## config.mk

```make
export PLATFORM = sky130hd
export DESIGN_NAME = uxn_mem_arbiter
export DESIGN_NICKNAME = d
export VERILOG_FILES = /design/src/rtl/uxn_mem_arbiter.sv
export SDC_FILE = /design/constraint.sdc
export NUM_CORES = 1
export LEC_CHECK = 0
export ABC_AREA = 1
export ABC_CLOCK_PERIOD_IN_PS = 6100
export BUFFER_PORTS_ARGS = -buffer_cell sky130_fd_sc_hd__buf_2
export CAP_MARGIN = 10
export CORE_MARGIN = 4
export CORE_UTILIZATION = 39
export DETAILED_ROUTE_END_ITERATION = 16
export PLACE_DENSITY = 0.69
export SLEW_MARGIN = 10
export SYNTH_ARGS = -nofsm -noshare
export SYNTH_HDL_FRONTEND = slang
export SYNTH_SLANG_ARGS = --single-unit
```

## constraint.sdc

```tcl
create_clock -name clk -period 6.1 [get_ports clk]
set_input_delay 1.83 -clock clk [delete_from_list [all_inputs] [get_ports clk]]
set_output_delay 1.83 -clock clk [all_outputs]
set_load 0.05 [all_outputs]
```

## src/rtl/uxn_mem_arbiter.sv

```systemverilog
// rtl/uxn_mem_arbiter.sv - round-robin arbiter serialising byte/short requests onto the single-port main memory
// Each granted transaction becomes one or two byte beats; short transfers are big-endian.
module uxn_mem_arbiter #(
  parameter int NUM_REQ = 3,
  parameter int ADDR_W  = 16
) (
  input  logic                      clk,
  input  logic                      rst,
  input  logic [NUM_REQ-1:0]        req,
  input  logic [NUM_REQ-1:0]        we,
  input  logic [NUM_REQ-1:0]        short_m,
  input  logic [NUM_REQ*ADDR_W-1:0] addr,
  input  logic [NUM_REQ*16-1:0]     wdata,
  output logic [NUM_REQ-1:0]        gnt,
  output logic [NUM_REQ-1:0]        done,
  output logic [15:0]               rdata,
  output logic                      busy,
  output logic                      mem_en,
  output logic                      mem_we,
  output logic [ADDR_W-1:0]         mem_addr,
  output logic [7:0]                mem_wdata,
  input  logic [7:0]                mem_rdata
);

  localparam int PW = (NUM_REQ > 1) ? $clog2(NUM_REQ) : 1;

  typedef enum logic [1:0] {IDLE, ACC0, ACC1, DONE} state_t;

  state_t            state, state_nx;
  logic [PW-1:0]     ptr, ptr_nx, win;
  logic              win_ok;
  logic [NUM_REQ-1:0] req_rot;
  logic [PW:0]       sum;
  logic [PW:0]       nsum;

  logic              l_we, l_short;
  logic [ADDR_W-1:0] l_addr;
  logic [15:0]       l_wdata;
  logic [7:0]        hi_byte;

  // Rotate requests so bit 0 is the requester at the pointer; lowest set bit wins.
  always_comb begin
    req_rot = NUM_REQ'({req, req} >> ptr);
    win_ok  = 1'b0;
    win     = '0;
    sum     = '0;
    for (int k = NUM_REQ - 1; k >= 0; k--) begin
      if (req_rot[k]) begin
        win_ok = 1'b1;
        sum    = {1'b0, ptr} + (PW+1)'(k);
        if (sum >= (PW+1)'(NUM_REQ)) begin
          sum = sum - (PW+1)'(NUM_REQ);
        end
        win = sum[PW-1:0];
      end
    end
  end

  always_comb begin
    nsum = {1'b0, win} + (PW+1)'(1);
    if (nsum >= (PW+1)'(NUM_REQ)) begin
      nsum = '0;
    end
    ptr_nx = nsum[PW-1:0];
  end

  always_ff @(posedge clk or posedge rst) begin
    if (rst) begin
      state   <= IDLE;
      ptr     <= '0;
      gnt     <= '0;
      l_we    <= 1'b0;
      l_short <= 1'b0;
      l_addr  <= '0;
      l_wdata <= '0;
      hi_byte <= '0;
    end else begin
      state <= state_nx;
      case (state)
        IDLE: begin
          if (win_ok) begin
            l_we    <= we[win];
            l_short <= short_m[win];
            l_addr  <= addr[int'(win)*ADDR_W +: ADDR_W];
            l_wdata <= wdata[int'(win)*16 +: 16];
            gnt     <= NUM_REQ'(1) << win;
            ptr     <= ptr_nx;
          end
        end
        ACC1: begin
          if (!l_we) begin
            hi_byte <= mem_rdata;
          end
        end
        DONE: gnt <= '0;
        default: ;
      endcase
    end
  end

  always_comb begin
    state_nx  = state;
    done      = '0;
    rdata     = '0;
    mem_en    = 1'b0;
    mem_we    = 1'b0;
    mem_addr  = '0;
    mem_wdata = '0;
    case (state)
      IDLE: begin
        if (win_ok) begin
          state_nx = ACC0;
        end
      end
      ACC0: begin
        mem_en    = 1'b1;
        mem_we    = l_we;
        mem_addr  = l_addr;
        mem_wdata = l_short ? l_wdata[15:8] : l_wdata[7:0];
        state_nx  = l_short ? ACC1 : DONE;
      end
      ACC1: begin
        mem_en    = 1'b1;
        mem_we    = l_we;
        mem_addr  = l_addr + ADDR_W'(1);
        mem_wdata = l_wdata[7:0];
        state_nx  = DONE;
      end
      DONE: begin
        done = gnt;
        if (!l_we) begin
          rdata = l_short ? {hi_byte, mem_rdata} : {8'h00, mem_rdata};
        end
        state_nx = IDLE;
      end
      default: state_nx = IDLE;
    endcase
  end

  assign busy = (state != IDLE);

endmodule

```

# After elaboration in Yosys (flattened, before gate mapping)
# Cells that the tools add are included.
# word_totals
input_bits,115
regBits,49
mem_bits_ro,0
out_inout_bits,49
mem_count,0
mem_bits_rw,0
latchBits,0
word_cells,64
# op_classes
eq_ne,4
shifts,4
n_bitwise,1
reduce_logical,7
n_addsub,7
n_mux,28
multipliers,0
n_div,0
magnitude_cmp,5
# ops
operator,n
variable part select 48 x 7 -> 16 bit,2
two-way mux 16 bit,3
case mux 16 bit (2 select lines),1
adder 16 x 1 -> 16 bit (second input constant),1
two-way mux 2 bit,8
case mux 8 bit (2 select lines),1
>= comparator 3 x 2 -> 1 bit (second input constant),3
two-way mux 1 bit,8
two-way mux 8 bit,1
case mux 2 bit (4 select lines),1
adder 2 x 1 -> 3 bit (second input constant),2
two-way mux 3 bit,2
case mux 3 bit (2 select lines),1
AND reduction 2 bit,3
right shift 6 x 2 -> 3 bit,1
subtractor 2 bit (second input constant),3
binary-select mux 1 bit (select 2 bit),2
== test 2 bit (second input constant),2
nonzero test 2 bit,2
adder 2 x 2 -> 3 bit (second input constant),1
< comparator 2 x 3 -> 1 bit (second input constant),1
<< shifter 1 x 2 -> 3 bit (first input constant),1
== test 2 x 1 -> 1 bit (second input constant),1
>= comparator 2 bit (second input constant),1
other kinds (4),4

# Logic depth before layout (Yosys ltp)
# Gate-level depths: netlist of run 1.
# depth
word_depth,9
ltp_mapped,15
ltp_nobuf,13

# Least setup slack after synthesis of run 1
# No wires, ideal clock.
# synth_path
path_kind,input to output
start,in mem_rdata[0]
end,out rdata[0]
n_path_buf,0
stages,2
arrival_time_ps,2518
setup_slack_ps,1752
required_time_ps,4270
cell_sequence,inv_1 nor2_1
# synth_between
elab_chain_len,3
# synth_lines
item,line_no,text
start: declaration,22,input logic [7:0] mem_rdata
two-way mux 16 bit,132,"rdata = l_short ? {hi_byte, mem_rdata} : {8'h00, mem_rdata};"
two-way mux 16 bit,131,if (!l_we) begin
two-way mux 16 bit,109,case (state)
end: declaration,16,"output logic [15:0] rdata,"
# No other way between the ends.

# Worst setup path in the final report of run 1
# layout_path
start,reg state[1]
end,out mem_wdata[2]
# layout_between
elab_chain_len,2
elab_cells_between_ends,3
classes_between,eq/ne: 2; mux: 1
# layout_lines
item,line_no,text
start: declaration,29,"state_t state, state_nx;"
start signal: assignment,78,state <= state_nx;
== test 2 bit / == test 2 x 1 -> 1 bit (equally long branches),109,
case mux 8 bit (2 select lines) *,109,
end: declaration,21,"output logic [7:0] mem_wdata,"
# Every way passes the cells marked *; elsewhere a longest branch is shown, timed or not.

==> results of run 1 <==
kinds of logic (layout without fill, tap and decap cells):
family	after synthesis	in the layout	share of synthesized area, %
AO/OA/AOI/OAI	60	60	7.95
adder cells (fa/ha/maj)	8	8	2.50
buffers and inverters	97	237	11.2
flip-flops	49	49	30.7
AND/OR/NAND/NOR	414	414	47.6
worst max-delay path by stage:
stage / endpoint / depth (start not counted) / start
final: mem_wdata[2] / 7 / state[1]
after floorplan: rdata[0] / 2 / mem_rdata[0]
after detailed placement: mem_wdata[2] / 7 / state[1]
after CTS: mem_wdata[2] / 7 / state[1]
after global routing: mem_wdata[2] / 7 / state[1]
after global placement: mem_wdata[2] / 7 / state[1]
report_power, final:
part           internal (mW)  switching [mW]
sequential             0.485           0.146
clock                  0.119           0.109
combinational          0.533            1.50
total                   1.14            1.75
final cells by class:
cell class              instances  area [sq um]  area share [%]
clock buffers                   5          68.8            1.41
clock inverters                 2          35.0           0.717
inverters                      66           248            5.07
multi-input cells             482          2320            47.5
flip-flops and latches         49          1230            25.1
well taps                     133           166            3.40
repair buffers                164           823            16.8
state kept, by name (all words and copies together) (netlist names):
register / cells
gnt: 3
l_addr: 16
state: 2
ptr: 2
l_we: 1
l_short: 1
l_wdata: 16
hi_byte: 8
worst register-to-register path: cells and delay by family, from the launching register on:
family	cells	cell delay, ps
buf+inv	4	1160
simple gates	5	830
fa+ha+maj	1	210
flops	1	430
through the flow:
stage	instance area [sq um]	utilization [%]	cells
6_report	4890	49.6	901
3_5_place_dp	4780	48.5	894
4_1_cts	4890	49.6	901
2_1_floorplan	4000	-	628
3_3_place_gp	4780	48.5	894
5_1_grt	4890	49.6	901
per-layer routing:
metal / track usage, % / vias up / part of all wire [%]
li1: - / 2261 / -
met1: 27.1 / 1974 / 43
met2: 37.1 / 170 / 47
met3: 4.32 / 21 / 8.4
met4: 6.23 / 0 / 1.9
met5: 0 / - / 0
cells in the final DEF (no fill, tap or decap):
master and instances:
sky130_fd_sc_hd__o211ai_1 1, sky130_fd_sc_hd__nor2_1 87, sky130_fd_sc_hd__clkbuf_8 5, sky130_fd_sc_hd__nand3b_1 17
sky130_fd_sc_hd__nand2_2 8, sky130_fd_sc_hd__buf_4 1, sky130_fd_sc_hd__a221oi_1 2, sky130_fd_sc_hd__nand2_1 203
sky130_fd_sc_hd__nand2_4 2, sky130_fd_sc_hd__or2_4 1, sky130_fd_sc_hd__clkinv_2 1, sky130_fd_sc_hd__o21bai_1 1
sky130_fd_sc_hd__nand3_2 24, sky130_fd_sc_hd__ha_1 8, sky130_fd_sc_hd__a211oi_1 1, sky130_fd_sc_hd__o21ai_1 1
sky130_fd_sc_hd__inv_1 59, sky130_fd_sc_hd__nand3_1 68, sky130_fd_sc_hd__bufinv_16 1, sky130_fd_sc_hd__nand4_1 3
sky130_fd_sc_hd__inv_2 7, sky130_fd_sc_hd__dfrtp_1 49, sky130_fd_sc_hd__and3_1 1, sky130_fd_sc_hd__buf_2 163
sky130_fd_sc_hd__o21ai_0 29, sky130_fd_sc_hd__o22ai_1 2, sky130_fd_sc_hd__a21oi_1 23
==> results by stage, run 1 <==
Worst setup path:
- The largest fanout of any net on the critical path is 17.
- For this run, the slowest stage of the critical path takes 630 ps.
- The sort of element at the end of the critical path is an output port.
- The destination of the worst register-to-register timing path is l_addr[8].
- The most numerous cell type found on the critical path is sky130_fd_sc_hd__inv_1.
- At the worst endpoint, the required time is 4270 ps.
- The critical path contains buffers and inverters numbering 3 combined.
- The nature of the critical path startpoint is a register.
- Walking the worst path, the cells encountered are inv_1, ha_1, inv_1, o21ai_1, nand2_1, a21oi_1, buf_2.
- The cell count of the worst reg-to-reg path is 10.
- The endpoint arrival time on the critical path is 2720 ps.
- The setup slack of the most critical reg-to-reg path is 3420 ps.
- The largest individual stage delay along the critical path comes from the cell sky130_fd_sc_hd__o21ai_1.
- The critical path is of the register to output port type.
- The worst register-to-register path begins at state[0].
- The family with the most delay on the worst path is compound AO/OA/AOI/OAI gates.

Global routing:
- The initial antenna violation count came to 0.
- The pin count of the biggest net entering global routing is 56.
- After global routing the overflow that remains totals 0.
- The number of global-route vias before repair is 4,306.
- The first global-routing pass estimated 20,300 um of wire.
- The total track usage is 21.5%.

Die:
- The die height is 109 um.
- The initial utilization of the core area, before any placement, comes to 40.5%.
- The boundary pin count is 164.
- The die is 109 um wide.
- The total area inside the core boundary comes to 9860 sq um.
- The die footprint is 11,900 sq um.
- The initialized floorplan defines 36 standard-cell rows.

Logic synthesis:
- Summed over all instances, the cell type with the most area after synthesis is sky130_fd_sc_hd__dfrtp_1.
- After synthesis, flip-flops and latches occupy 30.7% of the total area.
- Among all flip-flop cells after synthesis, the most frequent one is sky130_fd_sc_hd__dfrtp_1.
- Among all cell types in the netlist, the one instantiated most often is sky130_fd_sc_hd__nand2_1.
- Synthesis produced 628 cells.
- In this run, distinct cell masters in the synthesized netlist total 29.
- The cell area that synthesis handed to floorplanning was 4000 sq um.
- A synthesized cell averages 6.36 sq um.
- For this run, asynchronously set or reset flops after synthesis account for 100%.
- After synthesis, the cell types taking the most area are sky130_fd_sc_hd__dfrtp_1, sky130_fd_sc_hd__nand2_1, sky130_fd_sc_hd__nand3_1, sky130_fd_sc_hd__nor2_1, sky130_fd_sc_hd__nand3_2.
- The number of flops mapped to enable cells by yosys is 0.
- Synthesis inferred 49 register bits.
- For this run, the number of Yosys warnings is 0.
- The synthesized net count is 751.
- Sorting the synthesized cells by how often they occur yields sky130_fd_sc_hd__nand2_1, sky130_fd_sc_hd__nor2_1, sky130_fd_sc_hd__nand3_1, sky130_fd_sc_hd__inv_1, sky130_fd_sc_hd__dfrtp_1.
- Of the post-synthesis cell area, the dominant cell type holds 30.7%.

Final layout:
- From synthesis to final layout, the design area changed by 22.3%.
- For this run, the post-layout net count is 891.
- The share of cells above drive strength 1 is 27.7%.
- 0 antenna diodes ended up in the layout.
- After filler insertion, the fill cell instance count of the layout stands at 1,028.

Detailed routing:
- The detail-routed via count per cell is 4.91.
- Once detail routing completed, the nets flagged for antenna violations numbered 0.
- Wires add up to 12,700 um.
- In the final routed layout, each cell accounts on average for 14.1 um.
- For this run, design rule violations remaining after detail routing come to 0.
- The iteration count of the initial detailed-routing pass is 5.
- The via total after detailed routing is 4,426.
- The number of DRC markers in iteration 0 is 266.

Power:
- The maximum ir drop on the vdd rail is 0.000271 V.
- After layout, the design draws a total of 2.89 mW.
- The leakage power summed over all cells is 2.65 nW.
- For this design the ratio of total power to cell area is 591 nW/um^2.

CTS:
- Buffers added to address setup during post-CTS repair amount to 0.
- TritonCTS built the clock tree.
- The tree is rooted in a sky130_fd_sc_hd__clkbuf_8.
- The number of clock sinks is 49.
- The CTS clock-pin slew for the worst setup and hold paths is 90 ps.
- The H-tree generated during clock tree synthesis spans 2 levels.
- For this design, the CTS-stage hold fixing added 0 buffers.
- The number of gates resized after CTS was 0.
- No sink is reached through more buffers than the 2 on the longest clock path.
- Counting the buffers created by CTS gives 5.
- The insertion delay to the later sink of the worst-skew pair is 300 ps.

Job:
- Across the run, the number of max-cap violations was 0.

STA:
- The clock tree skew after final layout is 6.51 ps.
- The count of endpoints failing hold in the final timing report came to 0.
- The final count of pins violating max slew came to 0.
- The total of endpoints with negative setup slack in the final report is 0.
- Setup repair after global routing left no endpoint under its margin.
- The shortest clock period the worst path allows after layout is 4550 ps.
- At the pin with the least slew margin, the transition time is 1030 ps.
- In the final timing run, aggregate negative setup slack is 0 ps.
- In the finished design, the share of the clock period the worst path needs comes to 74.6%.
- Setup slack on the critical path of the routed design comes to 1550 ps.
- The tightest hold path in the finished design has a slack of 499 ps.
- For this run, the top clock speed supported by timing is 220 MHz.
- The relative max-transition margin is 31.0%.

Outcome:
- The run finished with clean final reports.

Placement:
- During placement, the flow inserted port buffers numbering 163.
- The half-perimeter wire length of the detailed placement result is 9610 um.
- OpenSTA, run right after detailed placement, puts the worst setup slack at 1800 ps.
- The weighted congestion reported at the end of routability-driven placement is 0.835.

Min path:
- In this run the most critical hold path is launched from hi_byte[2].
- The number of cells on the worst hold path is 2.
- The worst hold path belongs to the class register to register.
- The path with the worst hold slack has its endpoint at hi_byte[2].
Note: power is estimated with default switching activity, not from simulation.
==> inputs of run 2 (changes only) <==
--- a/config.mk
+++ b/config.mk
@@ -6,13 +6,13 @@
 export NUM_CORES = 1
 export LEC_CHECK = 0
 export ABC_AREA = 1
-export ABC_CLOCK_PERIOD_IN_PS = 6100
+export ABC_CLOCK_PERIOD_IN_PS = 3800
 export BUFFER_PORTS_ARGS = -buffer_cell sky130_fd_sc_hd__buf_2
 export CAP_MARGIN = 10
 export CORE_MARGIN = 4
 export CORE_UTILIZATION = 39
 export DETAILED_ROUTE_END_ITERATION = 16
-export PLACE_DENSITY = 0.69
+export PLACE_DENSITY = 0.72
 export SLEW_MARGIN = 10
 export SYNTH_ARGS = -nofsm -noshare
 export SYNTH_HDL_FRONTEND = slang
==> constraint.sdc (replaced) <==
create_clock -name clk -period 3.8 [get_ports clk]
set_input_delay 1.14 -clock clk [delete_from_list [all_inputs] [get_ports clk]]
set_output_delay 1.14 -clock clk [all_outputs]
set_load 0.05 [all_outputs]
==> run 2 against run 1 <==
Sequential cell count unchanged. Final cell count increased by 0.89%. Core utilization increased by 0.61 points. Via count decreased by 0.41%. Setup slack got worse by 1300 ps. Non-clock buffer count increased by 8. First-iteration DRC count increased by 17%. Critical path depth decreased by 2. Sequential share of layout area decreased by 0.30 points. Clock skew increased by 5.0 ps. Combinational power increased by 63%. Global-route usage decreased by 1.1 points. Critical path type unchanged. Critical endpoint is now mem_addr[4]. Highest routed layer unchanged.
==> results by stage, run 2 (synthesis gave the netlist of run 1 again) <==
Outcome:
- Result of the run: finished clean (unchanged).

Detailed routing:
- The via total after detailed routing was 4,408 (was 4,426).
- The final antenna-violating net count is 0 (unchanged).
- The detail-routed via count per cell came to 4.85 (was 4.91).
- The iteration count of the initial detailed-routing pass is 4 (was 5).
- The aggregate routed wire length is 12,200 um (was 12,700 um).
- The per-cell routed wire length is 13.4 um (was 14.1 um).
- The number of DRC markers in iteration 0 is 310 (was 266).
- The number of remaining DRC errors is 0 (unchanged).

CTS:
- The CTS clock-pin slew for the worst setup and hold paths is 90 ps (about the same).
- The number of buffers created by CTS came to 5 (unchanged).
- The number of clock sinks is 49 (unchanged).
- The clock tree root buffer cell is sky130_fd_sc_hd__clkbuf_8 (unchanged).
- The clock tree from TritonCTS is yes (unchanged).
- The hold buffer count at CTS is 0 (unchanged).
- The number of levels in the clock H-tree is 2 (unchanged).
- The insertion delay to the later sink of the worst-skew pair came to 300 ps (about the same).
- The count of buffers added by post-CTS timing repair for setup is 0 (unchanged).
- The number of resized instances in the post-cts repair step is 0 (unchanged).
- The worst-case clock buffer depth is 2 (unchanged).

Placement:
- The number of port buffers is 163 (unchanged).
- The half-perimeter wire length of the detailed placement result is 9220 um (was 9610 um).
- The weighted congestion reported at the end of routability-driven placement came to 0.845 (was 0.835).

Global routing:
- The total track usage came to 20.4% (was 21.5%).
- The sum of overflow across all layers after global routing came to 0 (unchanged).
- The global routing usage on met3 was 3.67% (was 4.32%).
- The most used routing layer in global routing is met2 (unchanged).
- The pin count of the biggest net entering global routing is 38 (was 56).
- The wire length of the first global-routing pass is 19,300 um (was 20,300 um).
- The initial antenna violation count came to 0 (unchanged).
- The global routing met1 resource utilization is 26.6% (was 27.1%).
- The number of global-route vias before repair is 3,990 (was 4,306).
- The global routing usage on met2 is 35.8% (was 37.1%).

Power:
- The power per standard cell area was 949 nW/um^2 (was 591 nW/um^2).
- The sequential group share of total power is 21.7% (was 21.8%).
- The fraction of power spent switching nets is 60.0% (was 60.6%).
- The post-layout total power was 4.70 mW (was 2.89 mW).
- The switching component of the power is 2.82 mW (was 1.75 mW).
- The maximum ir drop on the vdd rail is 0.000644 V (was 0.000271 V).
- The leakage power summed over all cells is 2.69 nW (was 2.65 nW).
- The portion of total power attributed to the clock network is 7.9% (about the same).
- The relative contribution of combinational cells to total power is 70.4% (was 70.2%).
- The cell internal power dissipation is 1.88 mW (was 1.14 mW).

Worst setup path:
- Cells along the critical path: inv_1, ha_1, inv_1, a221oi_1, buf_2 (was inv_1, ha_1, inv_1, o21ai_1, nand2_1, a21oi_1, buf_2).
- The largest fanout of any net on the critical path is 16 (was 17).
- The delay contributed by the slowest stage of the critical path is 520 ps (was 630 ps).
- The worst setup path category is register to output port (unchanged).
- The nature of the critical path startpoint is a register (unchanged).
- The endpoint arrival time on the critical path is 2390 ps (was 2720 ps).
- The data required time at the worst endpoint was 2660 ps (was 4270 ps).
- The most numerous cell on the critical path is sky130_fd_sc_hd__inv_1 (unchanged).
- The cell count of the worst reg-to-reg path is 10 (unchanged).
- The family with the most delay on the worst path is buffers and inverters (was compound AO/OA/AOI/OAI gates).
- The sort of element at the end of the critical path is an output port (unchanged).
- The cell count along the critical path is 5 (was 7).
- The cell with the largest stage delay on the worst path is sky130_fd_sc_hd__ha_1 (was sky130_fd_sc_hd__o21ai_1).
- The worst path buffer plus inverter count was 3 (unchanged).

Die:
- The boundary pin count is 164 (unchanged).
- The number of placement rows is 36 (unchanged).
- The die height is 109 um (unchanged).
- The placeable core area was 9860 sq um (unchanged).
- The die footprint is 11,900 sq um (unchanged).
- The effective utilization at floorplan is 40.5% (unchanged).
- The floorplan die width is 109 um (unchanged).

Final layout:
- The synthesis-to-finish area growth is 23.8% (was 22.3%).
- The number of antenna cells inserted was 0 (unchanged).
- The most common library cell in the layout ignoring fill and taps is sky130_fd_sc_hd__nand2_1 (unchanged).
- The share of cells above drive strength 1 is 28.5% (was 27.7%).
- The number of filler instances in the final layout is 1,068 (was 1,028).
- Top flop regs: l_addr (16), l_wdata (16), hi_byte (8) (unchanged).
- Highest-count cells in the layout ignoring fill and taps: sky130_fd_sc_hd__nand2_1, sky130_fd_sc_hd__buf_2, sky130_fd_sc_hd__nor2_1, sky130_fd_sc_hd__nand3_1, sky130_fd_sc_hd__inv_1 (unchanged).
- The net total in the final layout was 899 (was 891).

STA:
- The total of endpoints with negative setup slack in the final report is 0 (unchanged).
- The final count of pins violating max slew is 0 (unchanged).
- The final sum of negative setup slack is 0 ps (unchanged).
- The transition at the pin with the smallest max-transition slack is 838 ps (was 1030 ps).
- The clock tree skew after final layout was 11.5 ps (was 6.51 ps).
- Static timing analysis puts the maximum clock frequency at 283 MHz.
- The final period utilization is 92.9%.
- Unrepaired setup endpoints after global routing: false (unchanged).
- The count of endpoints failing hold in the final timing report is 0 (unchanged).
- The relative max-transition margin is 43.7% (was 31.0%).
- The shortest clock period the worst path allows after layout is 3530 ps.

Min path:
- The number of cells on the worst hold path is 2 (unchanged).
- The kind of path behind the tightest hold check was register to register (unchanged).

Job:
- The max-capacitance violation count was 0 (unchanged).
## run 2: power by group through the flow
stage          Sequential, mW  Clock [mW]  Combinational [mW]
2_1_floorplan           0.982           0                2.73
6_report                 1.02       0.371                3.31
4_1_cts                  1.01       0.383                3.33
3_3_place_gp             1.02           0                3.30
3_5_place_dp             1.03           0                3.32
5_1_grt                  1.05       0.403                3.68
## run 2: through the flow
stage | instance area, sq um | cells | hold slack (ps) | setup slack, ps | utilization (%)
2_1_floorplan | 4000 | 628 | 446 | 201 | -
3_3_place_gp | 4840 | 902 | 471 | 689 | 49.1
3_5_place_dp | 4840 | 902 | 477 | 615 | 49.1
4_1_cts | 4950 | 909 | 501 | 262 | 50.2
5_1_grt | 4950 | 909 | 533 | 82.4 | 50.2
6_report | 4950 | 909 | 492 | 270 | 50.2
## run 2: area by class of cell
class | instances | area, sq um | area share (%)
clock buffers | 5 | 68.8 | 1.39
inverters | 66 | 248 | 5.01
flip-flops and latches | 49 | 1230 | 24.8
multi-input cells | 482 | 2320 | 46.9
clock inverters | 2 | 35.0 | 0.708
well taps | 133 | 166 | 3.36
repair buffers | 172 | 883 | 17.9
## run 2: tightest hold or removal path: cells and delay by family, from the launching register on
kind	cells	cell delay [ps]
flops	1	350
simple gates	1	50
compound gates	1	60
## run 2: path summary, 6_finish.rpt
kind	from	endpoint	slack (ps)
max in group asynchronous	rst	l_addr[1]	2170
hold reg to reg	hi_byte[2]	hi_byte[2]	490
setup / recovery	state[1]	mem_addr[4]	270
hold / removal	hi_byte[2]	hi_byte[2]	490
setup reg to reg	ptr[0]	l_addr[1]	1500
min in group asynchronous	rst	hi_byte[0]	870
## run 2: layer usage
metal | routed length [um] | share of wire [%]
met1 | 5290 | 43
met2 | 5800 | 47
met3 | 1020 | 8.3
met4 | 112 | 0.92
met5 | 0 | 0
